`src/rtl/move_scheduler.sv`:
```
// Tile-based movement scheduler: every FRAMES_PER_STEP frames it checks the
// pending turn and then the current heading against the maze, then advances one tile.
module move_scheduler #(
  parameter int unsigned FRAMES_PER_STEP = 4,
  parameter int unsigned GRID_W          = 28,
  parameter int unsigned GRID_H          = 31,
  parameter int unsigned START_X         = 13,
  parameter int unsigned START_Y         = 23,
  localparam int unsigned COORD_W        = 5,
  localparam int unsigned DIR_W          = 2,
  localparam int unsigned CNT_W          = 4
) (
  input  logic               clk,
  input  logic               reset,
  input  logic               vsync,
  input  logic [3:0]         btn,
  output logic               wall_req,
  output logic [COORD_W-1:0] wall_x,
  output logic [COORD_W-1:0] wall_y,
  input  logic               wall_ack,
  input  logic               wall_hit,
  output logic [COORD_W-1:0] pac_x,
  output logic [COORD_W-1:0] pac_y,
  output logic [DIR_W-1:0]   pac_dir,
  output logic               moving,
  output logic               step_done
);

  localparam logic [DIR_W-1:0] DIR_LEFT  = DIR_W'(0);
  localparam logic [DIR_W-1:0] DIR_UP    = DIR_W'(1);
  localparam logic [DIR_W-1:0] DIR_RIGHT = DIR_W'(2);
  localparam logic [DIR_W-1:0] DIR_DOWN  = DIR_W'(3);

  typedef enum logic [2:0] {
    IDLE, CHK_PEND, WAIT_PEND, CHK_CUR, WAIT_CUR, MOVE
  } state_t;

  state_t               state_q, state_d;
  logic                 vsync_q, vsync_d;
  logic [CNT_W-1:0]     cnt_q, cnt_d;
  logic [DIR_W-1:0]     pend_dir_q, pend_dir_d;
  logic                 pend_valid_q, pend_valid_d;
  logic [DIR_W-1:0]     qdir_q, qdir_d;
  logic [COORD_W-1:0]   pac_x_q, pac_x_d, pac_y_q, pac_y_d;
  logic [DIR_W-1:0]     pac_dir_q, pac_dir_d;
  logic                 moving_q, moving_d, step_done_q, step_done_d;
  logic                 wall_req_q, wall_req_d;
  logic [COORD_W-1:0]   wall_x_q, wall_x_d, wall_y_q, wall_y_d;
  logic                 frame_evt;

  // Neighbour column/row with wrap-around on both axes
  function automatic logic [COORD_W-1:0] next_x(input logic [COORD_W-1:0] x,
                                                input logic [DIR_W-1:0] dir);
    next_x = x;
    if (dir == DIR_LEFT)
      next_x = (x == '0) ? COORD_W'(GRID_W - 1) : x - COORD_W'(1);
    else if (dir == DIR_RIGHT)
      next_x = (x == COORD_W'(GRID_W - 1)) ? '0 : x + COORD_W'(1);
  endfunction

  function automatic logic [COORD_W-1:0] next_y(input logic [COORD_W-1:0] y,
                                                input logic [DIR_W-1:0] dir);
    next_y = y;
    if (dir == DIR_UP)
      next_y = (y == '0) ? COORD_W'(GRID_H - 1) : y - COORD_W'(1);
    else if (dir == DIR_DOWN)
      next_y = (y == COORD_W'(GRID_H - 1)) ? '0 : y + COORD_W'(1);
  endfunction

  assign frame_evt = vsync_q & ~vsync;

  always_comb begin
    state_d      = state_q;
    vsync_d      = vsync;
    cnt_d        = cnt_q;
    pend_dir_d   = pend_dir_q;
    pend_valid_d = pend_valid_q;
    qdir_d       = qdir_q;
    pac_x_d      = pac_x_q;
    pac_y_d      = pac_y_q;
    pac_dir_d    = pac_dir_q;
    moving_d     = moving_q;
    step_done_d  = 1'b0;
    wall_req_d   = wall_req_q;
    wall_x_d     = wall_x_q;
    wall_y_d     = wall_y_q;

    case (state_q)
      IDLE: begin
        if (frame_evt) begin
          if (cnt_q == CNT_W'(FRAMES_PER_STEP - 1)) begin
            cnt_d   = '0;
            state_d = CHK_PEND;
          end else begin
            cnt_d = cnt_q + CNT_W'(1);
          end
        end
      end
      CHK_PEND: begin
        if (pend_valid_q && (pend_dir_q != pac_dir_q)) begin
          qdir_d     = pend_dir_q;
          wall_req_d = 1'b1;
          wall_x_d   = next_x(pac_x_q, pend_dir_q);
          wall_y_d   = next_y(pac_y_q, pend_dir_q);
          state_d    = WAIT_PEND;
        end else begin
          state_d = CHK_CUR;
        end
      end
      WAIT_PEND: begin
        if (wall_ack) begin
          wall_req_d = 1'b0;
          if (!wall_hit) begin
            pac_dir_d    = qdir_q;
            pend_valid_d = 1'b0;
            state_d      = MOVE;
          end else begin
            state_d = CHK_CUR;
          end
        end
      end
      CHK_CUR: begin
        wall_req_d = 1'b1;
        wall_x_d   = next_x(pac_x_q, pac_dir_q);
        wall_y_d   = next_y(pac_y_q, pac_dir_q);
        state_d    = WAIT_CUR;
      end
      WAIT_CUR: begin
        if (wall_ack) begin
          wall_req_d = 1'b0;
          if (wall_hit) begin
            moving_d    = 1'b0;
            step_done_d = 1'b1;
            state_d     = IDLE;
          end else begin
            state_d = MOVE;
          end
        end
      end
      MOVE: begin
        pac_x_d     = next_x(pac_x_q, pac_dir_q);
        pac_y_d     = next_y(pac_y_q, pac_dir_q);
        moving_d    = 1'b1;
        step_done_d = 1'b1;
        if (pend_dir_q == pac_dir_q) pend_valid_d = 1'b0;
        state_d = IDLE;
      end
      default: state_d = IDLE;
    endcase

    // A fresh press wins over any clear in the same cycle; lowest index has priority
    if (|btn) begin
      pend_valid_d = 1'b1;
      if (btn[0])      pend_dir_d = DIR_LEFT;
      else if (btn[1]) pend_dir_d = DIR_UP;
      else if (btn[2]) pend_dir_d = DIR_RIGHT;
      else             pend_dir_d = DIR_DOWN;
    end
  end

  always_ff @(posedge clk or negedge reset) begin
    if (!reset) begin
      state_q      <= IDLE;
      vsync_q      <= 1'b1;
      cnt_q        <= '0;
      pend_dir_q   <= DIR_LEFT;
      pend_valid_q <= 1'b0;
      qdir_q       <= DIR_LEFT;
      pac_x_q      <= COORD_W'(START_X);
      pac_y_q      <= COORD_W'(START_Y);
      pac_dir_q    <= DIR_LEFT;
      moving_q     <= 1'b0;
      step_done_q  <= 1'b0;
      wall_req_q   <= 1'b0;
      wall_x_q     <= '0;
      wall_y_q     <= '0;
    end else begin
      state_q      <= state_d;
      vsync_q      <= vsync_d;
      cnt_q        <= cnt_d;
      pend_dir_q   <= pend_dir_d;
      pend_valid_q <= pend_valid_d;
      qdir_q       <= qdir_d;
      pac_x_q      <= pac_x_d;
      pac_y_q      <= pac_y_d;
      pac_dir_q    <= pac_dir_d;
      moving_q     <= moving_d;
      step_done_q  <= step_done_d;
      wall_req_q   <= wall_req_d;
      wall_x_q     <= wall_x_d;
      wall_y_q     <= wall_y_d;
    end
  end

  assign pac_x     = pac_x_q;
  assign pac_y     = pac_y_q;
  assign pac_dir   = pac_dir_q;
  assign moving    = moving_q;
  assign step_done = step_done_q;
  assign wall_req  = wall_req_q;
  assign wall_x    = wall_x_q;
  assign wall_y    = wall_y_q;

endmodule

```
`config.mk`:
```
export PLATFORM = sky130hd
export DESIGN_NAME = move_scheduler
export DESIGN_NICKNAME = d
export VERILOG_FILES = /design/src/rtl/move_scheduler.sv
export SDC_FILE = /design/constraint.sdc
export NUM_CORES = 1
export LEC_CHECK = 0
export ABC_AREA = 0
export BUFFER_PORTS_ARGS = -buffer_cell sky130_fd_sc_hd__buf_2
export CAP_MARGIN = 20
export CORE_ASPECT_RATIO = 1.2
export CORE_MARGIN = 4
export CORE_UTILIZATION = 45
export DETAILED_ROUTE_END_ITERATION = 10
export PLACE_DENSITY = 0.66
export SETUP_SLACK_MARGIN = 0.5
export SYNTH_ARGS = -nofsm -noshare
export SYNTH_HDL_FRONTEND = slang
export SYNTH_SLANG_ARGS = --single-unit
```
`constraint.sdc`:
```
create_clock -name clk -period 4.6 [get_ports clk]
set_input_delay 0.46 -clock clk [delete_from_list [all_inputs] [get_ports clk]]
set_output_delay 0.46 -clock clk [all_outputs]
set_load 0.005 [all_outputs]
```
==> out/summary.log, run 1 <==
[sta] worst-case headroom to the max-slew limit 39.13%
[global_route] total routing usage reported by global routing 19.91%
[power] Pwr Density 641.6 nW/um2
[worst_hold_path] path category of the worst min-delay check input port to flip-flop
[critical_path] register-to-register setup slack 2.08 ns
[critical_path] critical path data arrival time 2.70 ns
[cts] Post-CTS Setup Repair Bufs 0
[synthesis] Mapped Nets 339
[synthesis] area leader, netlist dfrtp_1
[synthesis] Syn Std Cell Area 2651 um2
[routing] detailed-route via count 2514
[critical_path] end of the critical path qdir_q[0]
[critical_path] data required time of the critical path 4.78 ns
[routing] Pre-antenna DRT Iters 4
[power] maximum resistive drop on vdd 287.0 uV
[critical_path] nature of the critical path endpoint flip-flop
[global_route] largest net degree at the start of global routing 39
[placed_design] RD Place Congestion 0.8347
[sta] total of endpoints with negative setup slack in the final report 0
[floorplanning] die boundary width 78.07 um
[synthesis] most repeated cell in the gate-level netlist after synthesis nand2_1
[cts] hold buffer count at cts 0
[finish] final standard cell utilization of the core 51.86%
[synthesis] portion of the post-synthesis area used by sequential elements 36.24%
[global_route] number of antenna violations at the first check in global routing 0
[critical_path] Reg2Reg Capture Point qdir_q[0]
[status] result of the run finished, final reports clean
[cts] cell at the root of the clock tree clkbuf_8
[floorplanning] core area 5705 um2
[critical_path] origin of the worst setup path pac_dir[1]
[routing] final WL 7022 um
[critical_path] worst stage delay on the critical path 0.95 ns
[cts] clk sinks 38
[critical_path] cell type of the slowest stage on the worst timing path dfrtp_1
[cts] clock-pin slew of the registers on the worst-case setup and hold paths 0.08 ns
[sta] ratio of final minimum period to clock period 54.86%
[sta] f_max 396.2 MHz
[finish] filler-free cell count of the finished design 420
[finish] Layout Area Growth over Synthesis 11.61%
[sta] count of final max-slew check failures 0
[cts] count of cells resized by post-cts repair 0
[global_route] global-route wire length before repair 11540 um
[routing] wire length per cell after detailed routing 16.72 um
[run] max-capacitance violation count 0
[global_route] overflow left after global routing 0
[synthesis] post-synthesis instance total 324
[critical_path] Crit Path Category flip-flop to flip-flop
[sta] sum of negative setup slack 0 ns
[critical_path] buffer and inverter count on the worst path 0
[synthesis] Post-synth EDFFs 0
[critical_path] peak fanout along the critical path 26
[finish] total inserted antenna cells 0
[critical_path] Top Family by Delay on Critical Path flip-flops
[routing] remaining antenna violation count after routing 0
[critical_path] type of origin of the critical path flip-flop
[cts] clock latency on the worst-skew pair 0.30 ns
[placed_design] estimated wirelength of the detail-placed design 4772 um
[sta] RSZ-0062 raised after global routing false
[sta] Least-Margin Pin Slew 0.9130 ns
[floorplanning] chip height 92.09 um
[cts] total number of H-tree levels 2
[synthesis] number of flip-flops and latches in the synthesized netlist 38
[finish] area of all placed cells without fillers 2959 um2
[routing] Remaining DRCs 0
[sta] Final min period 2.524 ns
[routing] iteration-0 DRC count of the detailed router 266
[synthesis] Avg Synthesized Cell Area 8.183 um2
[finish] count of filler cells inserted in the layout 572
[sta] Fin. Hold Viols 0
[critical_path] total number of cells along the worst setup path 3
[synthesis] Synth warnings 0
[floorplanning] number of ports placed on the die boundary 34
[synthesis] top post-synthesis cells by area dfrtp_1 28%, dfstp_2 7.9%, o21ai_0 6.2%
[floorplanning] number of core rows 30
[finish] share of cells above drive strength 1 17.94%
[cts] CTS tree yes
[sta] Clock Skew 0.008332 ns
[synthesis] Primary FF master, synth dfrtp_1
[synthesis] area share of the largest cell type after synthesis 28.32%
[cts] Longest Clk Path Bufs 2
[floorplanning] effective utilization at floorplan 46.47%
[critical_path] CP Cell Sequence xnor2_1 -> a2111oi_4 -> mux2_2
[placed_design] total instance count after detailed placement 412
[critical_path] reg-to-reg startpoint pac_dir[1]
[power] static leakage 0.001246 uW
[cts] Num CTS Buffers 5
[critical_path] worst reg-to-reg path cell count 3
[synthesis] most frequent cells after synthesis 37 x nand2_1, 33 x o21ai_0, 30 x dfrtp_1, 23 x a21oi_1, 20 x clkbuf_1
[finish] number of nets in the finished design 354
[floorplanning] Die Area 7189 um2
[placed_design] Post-Place Cell Area 2816 um2
[synthesis] share of async-settable or async-resettable flops after synthesis 100.0%
[placed_design] number of port buffers 33
[routing] Avg Vias per Cell 5.986
[global_route] via count of the first global-routing pass 2318
[synthesis] post-synthesis cell type count 57
[how the worst min path moves through the flow]
stage / cells past startpoint / slack [ns] / end / start
floorplan: 0 / 0.16 / cnt_q[0] / reset
detailed placement: 2 / 0.49 / pac_dir[0] / qdir_q[0]
finish: 1 / 0.27 / vsync_q / vsync
global route: 1 / 0.26 / vsync_q / vsync
global placement: 2 / 0.48 / pac_dir[0] / qdir_q[0]
CTS: 1 / 0.26 / vsync_q / vsync
[registers in the layout, summed over array words and instances, names as in the netlist]
signal	cells
pac_y	5
qdir_q	2
wall_y	5
pac_x	5
pend_dir_q	2
wall_x	5
step_done	1
wall_req	1
state_q	3
moving	1
cnt_q	4
pend_valid_q	1
pac_dir	2
vsync_q	1
[cell type report]
cell class	instances	area (um2)	share of cell area, %
inverters	16	60.06	2.030
multi-input cells	245	1530	51.71
repair buffers	33	165.2	5.581
flip-flops and latches	38	960.9	32.47
well taps	80	100.1	3.383
clock inverters	2	60.06	2.030
clock buffers	6	82.58	2.791
[power by group]
part           leakage, uW  internal, uW  total [uW]  switching, uW
clock            0.0000714           231         358            127
combinational     0.000717           379         822            443
sequential        0.000458           468         718            249
total              0.00125          1080        1900            819
[per-stage QoR]
step | hold slack, ns | total power (uW) | worst slack [ns]
finish | 0.2709 | 1898 | 2.076
global route | 0.2560 | 2055 | 1.933
CTS | 0.2585 | 1904 | 2.125
detailed placement | 0.4883 | 1536 | 2.155
global placement | 0.4751 | 1508 | 2.242
floorplan | 0.1644 | 1269 | 2.516
[logic make-up after synthesis]
group	count (synthesis)	synth area share [%]
compound gates	102	24.78
mux	12	4.861
fa+ha+maj	6	2.831
flops	38	36.24
xor+xnor	5	1.652
buf+inv	41	6.040
simple gates	120	23.60
[metal layers]
metal	track usage, %	share of wire, %	up-vias
li1	-	-	1223
met1	26.23	45	1201
met2	32.43	48	78
met3	3.536	5.7	12
met4	7.434	1.8	0
met5	0	0	-
[cell usage in the layout (no fill, tap or decap), drive strengths merged, types with 6 or more instances in the layout]
cell    Yosys  layout
o21ai      34      34
clkbuf     20       6
nor3        9       9
nand4       8       8
ha          6       6
nor2       16      16
buf         5      33
nand3      12      12
a21oi      24      24
nor2b       9       9
dfstp       8       8
mux2        7       7
o22ai       6       6
inv        16      16
nand2      37      37
dfrtp      30      30
[worst register-to-register path, cell delays in order (launching register included)]
cell       delay [ns]
dfrtp_1          0.95
xnor2_1          0.32
a2111oi_4        0.73
mux2_2           0.41
(Power assumes the default switching activity.)
==> run 2: changes to the inputs <==
clock period = 2.4 ns   (was 4.6 ns; I/O delays follow)
==> out/summary.log, run 2 (synthesis results as in run 1) <==
[sta] count of final max-slew check failures 0
[floorplanning] number of ports placed on the die boundary 34
[finish] total inserted antenna cells 0
[critical_path] cell type of the slowest stage on the worst timing path dfstp_2
[routing] final WL 7211 um
[global_route] number of antenna violations at the first check in global routing 0
[finish] leading cell type in the layout, fill and taps excluded nand2_1
[run] max-capacitance violation count 0
[critical_path] type of origin of the critical path flip-flop
[cts] clock-pin slew of the registers on the worst-case setup and hold paths 0.09 ns
[sta] Fin. Hold Viols 0
[floorplanning] Die Area 7189 um2
[sta] Worst Slack Setup Final 0.5393 ns
[sta] f_max 537.4 MHz
[finish] share of cells above drive strength 1 29.78%
[power] static leakage 0.001367 uW
[global_route] overflow left after global routing 0
[global_route] largest net degree at the start of global routing 39
[global_route] total routing usage reported by global routing 19.64%
[placed_design] total instance count after detailed placement 422
[routing] Pre-antenna DRT Iters 5
[finish] final standard cell utilization of the core 56.43%
[routing] iteration-0 DRC count of the detailed router 279
[cts] clk sinks 38
[sta] sum of negative setup slack 0 ns
[global_route] global-route wire length before repair 11420 um
[sta] RSZ-0062 raised after global routing true
[critical_path] worst stage delay on the critical path 0.57 ns
[floorplanning] chip height 92.09 um
[routing] detailed-route via count 2642
[critical_path] data required time of the critical path 2.56 ns
[cts] Longest Clk Path Bufs 2
[finish] Layout Area Growth over Synthesis 21.43%
[floorplanning] die boundary width 78.07 um
[critical_path] CP Cell Sequence inv_2 -> ha_4 -> or3b_4 -> nor3_2 -> or4_4 -> o41ai_2 -> a311oi_1
[sta] Least-Margin Pin Slew 0.8570 ns
[cts] Num CTS Buffers 5
[routing] Remaining DRCs 0
[placed_design] RD Place Congestion 0.8626
[critical_path] Top Family by Delay on Critical Path simple AND/OR/NAND/NOR gates
[critical_path] critical path data arrival time 2.02 ns
[cts] clock latency on the worst-skew pair 0.30 ns
[cts] total number of H-tree levels 2
[routing] Avg Vias per Cell 5.924
[routing] remaining antenna violation count after routing 0
[cts] CTS tree yes
[floorplanning] effective utilization at floorplan 46.47%
[sta] ratio of final minimum period to clock period 77.53%
[routing] wire length per cell after detailed routing 16.17 um
[finish] commonest cells after routing, fill and taps aside 36 x nand2_1, 33 x buf_2, 29 x o21ai_0, 28 x dfrtp_1, 26 x buf_4
[sta] total of endpoints with negative setup slack in the final report 0
[critical_path] buffer and inverter count on the worst path 1
[placed_design] post-place setup slack 0.3047 ns
[sta] Final min period 1.861 ns
[critical_path] peak fanout along the critical path 6
[floorplanning] number of core rows 30
[placed_design] number of port buffers 33
[global_route] via count of the first global-routing pass 2381
[status] result of the run finished, final reports clean
[critical_path] nature of the critical path endpoint flip-flop
[finish] number of nets in the finished design 380
[sta] Clock Skew 0.01182 ns
[power] Pwr Density 1195 nW/um2
[worst_hold_path] path category of the worst min-delay check input port to asynchronous set/reset pin
[floorplanning] core area 5705 um2
[finish] filler-free cell count of the finished design 446
[cts] cell at the root of the clock tree clkbuf_8
[critical_path] Crit Path Category flip-flop to flip-flop
[power] maximum resistive drop on vdd 448.6 uV
[placed_design] estimated wirelength of the detail-placed design 4676 um
[sta] worst-case headroom to the max-slew limit 42.87%
## run 2: changes by cell type in the layout (fill, tap and decap cells not counted), sizes merged
cell      previous run  this run
clkinv               0         1
clkinvlp             0         1
buf                 33        59
bufinv               2         0
## run 2: cell type report
cell class,instances,area (um2)
clock buffer,6,82.58
tap,80,100.1
fill,535,2486
sequential,38,963.4
timing repair buffer,59,360.3
clock inverter,2,12.51
multi-input combinational,245,1640
inverter,16,60.06
## run 2: worst register-to-register path, delay by kind of cell (launching register included)
| family | cells | cell delay [ns] |
|---|---|---|
| AND/OR/NAND/NOR | 3 | 0.78 |
| AO/OA/AOI/OAI | 2 | 0.13 |
| buffers and inverters | 1 | 0.06 |
| adder cells (fa/ha/maj) | 1 | 0.17 |
| flip-flops | 1 | 0.57 |
## run 2: what timing repair did
item                       in CTS  in global routing
setup endpoints to repair      10                 10
cloned                          0                  0
setup buffers                  10                  6
resized for setup               8                 21
pin swaps                       0                  6
hold buffers                    0                  0
## run 2: stage by stage
step | hold WS, ns | area, um2 | power (uW)
3_3_place_gp | 0.3572 | 2904 | 2975
3_5_place_dp | 0.3579 | 2904 | 3008
2_1_floorplan | -0.05559 | 2673 | 2472
6_report | 0.04128 | 3219 | 3846
5_1_grt | 0.04080 | 3219 | 4157
4_1_cts | 0.03985 | 3103 | 3655
## run 2: worst paths after layout
check                                from         end  slack, ns  cells after the start
worst max-delay path             pac_x[0]   wall_x[0]       0.54                      7
min in group clk                    vsync     vsync_q       0.05                      1
worst min-delay path                reset   wall_x[3]       0.04                      1
worst min register to register  qdir_q[0]  pac_dir[0]       0.48                      2
max in group asynchronous           reset  state_q[1]       1.75                      1
worst max register to register   pac_x[0]   wall_x[0]       0.54                      7
## run 2: layer usage
| metal | wire length [um] | global-route usage [%] | vias up | share of wire, % |
|---|---|---|---|---|
| li1 | - | - | 1269 | - |
| met1 | 3130 | 25.00 | 1259 | 43 |
| met2 | 3537 | 33.07 | 98 | 49 |
| met3 | 369 | 2.947 | 16 | 5.1 |
| met4 | 174 | 8.017 | 0 | 2.4 |
| met5 | 0 | 0 | - | 0 |
## run 2: power by group
group,switching (uW),internal [uW],leakage (uW)
clock,257,232,0.0000472
combinational,1190,1020,0.000865
sequential,250,902,0.000455
total,1690,2150,0.00137
==> run 3: changes to the inputs <==
PLACE_DENSITY = 0.68   (was 0.66)
clock period = 1.66 ns   (was 2.4 ns; I/O delays follow)
==> out/summary.log, run 3 (synthesis results as in run 1) <==
[critical_path] buffer and inverter count on the worst path 2
[finish] leading cell type in the layout, fill and taps excluded buf_4
[placed_design] estimated wirelength of the detail-placed design 5679 um
[finish] total inserted antenna cells 0
[global_route] via count of the first global-routing pass 3013
[run] max-capacitance violation count 0
[global_route] total routing usage reported by global routing 25.18%
[floorplanning] number of core rows 30
[critical_path] worst stage delay on the critical path 0.61 ns
[routing] wire length per cell after detailed routing 19.89 um
[floorplanning] core area 5705 um2
[floorplanning] effective utilization at floorplan 46.47%
[status] result of the run finished, violations left
[finish] area of all placed cells without fillers 4576 um2
[cts] CTS tree yes
[placed_design] Post-Place Cell Area 3505 um2
[floorplanning] die boundary width 78.07 um
[floorplanning] number of ports placed on the die boundary 34
[routing] detailed-route via count 3264
[global_route] largest net degree at the start of global routing 24
[cts] clock latency on the worst-skew pair 0.30 ns
[placed_design] RD Place Congestion 0.8590
[global_route] global-route wire length before repair 14560 um
[critical_path] cell type of the slowest stage on the worst timing path dfstp_2
[floorplanning] chip height 92.09 um
[sta] Worst Hold Margin 0.03612 ns
[cts] Longest Clk Path Bufs 2
[routing] final WL 10580 um
[finish] final standard cell utilization of the core 80.20%
[sta] total of endpoints with negative setup slack in the final report 14
[routing] Remaining DRCs 0
[sta] count of final max-slew check failures 0
[status] violated checks setup timing
[critical_path] type of origin of the critical path flip-flop
[critical_path] peak fanout along the critical path 4
[power] switching power summed over all nets 3605 uW
[finish] commonest cells after routing, fill and taps aside 76 x buf_4, 36 x buf_6, 33 x nand2_1, 24 x dfrtp_1, 24 x buf_2
[floorplanning] Die Area 7189 um2
[finish] share of cells above drive strength 1 55.31%
[critical_path] Top Family by Delay on Critical Path flip-flops
[routing] Avg Vias per Cell 6.135
[placed_design] number of port buffers 33
[cts] clk sinks 38
[power] maximum resistive drop on vdd 945.5 uV
[sta] Least-Margin Pin Slew 0.4709 ns
[power] Int Pwr 4882 uW
[finish] number of nets in the finished design 466
[sta] RSZ-0062 raised after global routing true
[critical_path] CP Cell Sequence inv_4 -> ha_4 -> buf_12 -> nor4b_4 -> a41oi_2 -> or3_4 -> a21oi_2 -> a221o_1
[routing] remaining antenna violation count after routing 0
[worst_hold_path] path category of the worst min-delay check input port to flip-flop
[power] Pwr Density 1855 nW/um2
[power] share of total power in the clock network 8.4%
[finish] filler-free cell count of the finished design 532
[power] share of total power in combinational logic 71.6%
[sta] sum of negative setup slack -1.705 ns
[routing] iteration-0 DRC count of the detailed router 280
[cts] clock-pin slew of the registers on the worst-case setup and hold paths 0.09 ns
[sta] f_max 532.7 MHz
[sta] Worst Slack Setup Final -0.2173 ns
[power] switching portion of total power 42.48%
[routing] Pre-antenna DRT Iters 5
[sta] Final min period 1.877 ns
[placed_design] total instance count after detailed placement 472
[sta] ratio of final minimum period to clock period 113.1%
[power] Sequential Power Share 20.0%
[sta] worst-case headroom to the max-slew limit 68.35%
[cts] cell at the root of the clock tree clkbuf_8
[critical_path] Crit Path Category flip-flop to flip-flop
[global_route] number of antenna violations at the first check in global routing 0
[sta] Fin. Hold Viols 0
[global_route] overflow left after global routing 0
[power] static leakage 0.001956 uW
[critical_path] data required time of the critical path 1.85 ns
[cts] Num CTS Buffers 5
[sta] Clock Skew 0.008756 ns
[finish] Layout Area Growth over Synthesis 72.58%
[critical_path] nature of the critical path endpoint flip-flop
[cts] total number of H-tree levels 2
[critical_path] critical path data arrival time 2.07 ns
[run 3: cell types whose count changed in the layout (fill, tap and decap cells not counted), sizes merged]
cell         change
buf             +83
dlygate4sd3      +2
clkbuf           +1
[run 3: layer usage]
layer  vias up  part of all wire [%]  wire [um]  global-route usage, %
met4         0                   4.3        452                  10.20
met3        53                   6.1        646                  3.831
met2       177                    51       5425                  43.71
met1      1588                    38       4057                  30.95
met5         -                     0          0                      0
li1       1446                     -          -                      -
[run 3: what timing repair did]
item / in CTS / in global routing
setup buffers: 25 / 23
endpoints found under the hold margin: 10 / 0
gates resized for setup: 73 / 55
gates cloned: 1 / 1
setup endpoints to repair: 44 / 46
pin swaps: 28 / 30
hold buffers: 2 / 0
[run 3: final cells by class]
class | instances | area, um2
timing repair buffer | 145 | 1240
multi-input combinational | 245 | 2102
sequential | 38 | 968.4
fill | 352 | 1130
inverter | 16 | 70.07
clock buffer | 6 | 82.58
clock inverter | 2 | 12.51
tap | 80 | 100.1
[run 3: power groups by stage]
stage / clock (uW) / combinational [uW] / sequential [uW]
final: 710 / 6080 / 1700
after global routing: 747 / 6460 / 1730
after CTS: 704 / 4740 / 1660
after detailed placement: 0 / 3880 / 1660
after global placement: 0 / 3820 / 1650
after floorplan: 0 / 2490 / 1640
[run 3: through the flow]
stage               setup slack [ns]  power (uW)
floorplan                    -0.1806        4126
global placement            -0.09933        5471
detailed placement           -0.1208        5546
CTS                          -0.1213        7104
global route                 -0.2909        8937
finish                       -0.2173        8487
[run 3: worst paths after layout]
path,start,to,slack (ns),cells after the start
setup reg to reg,pac_x[0],wall_x[4],-0.22,8
hold reg to reg,moving,moving,0.50,2
setup / recovery,pac_x[0],wall_x[4],-0.22,8
hold / removal,btn[0],pend_dir_q[1],0.04,2
max in group asynchronous,reset,vsync_q,0.79,3
min in group asynchronous,reset,pend_dir_q[0],0.27,2
[run 3: worst reg2reg max path, delay by kind of cell (launching register included)]
family,cells,cell delay (ns)
fa+ha+maj,1,0.16
flops,1,0.61
simple gates,2,0.31
compound gates,3,0.53
buf+inv,2,0.17
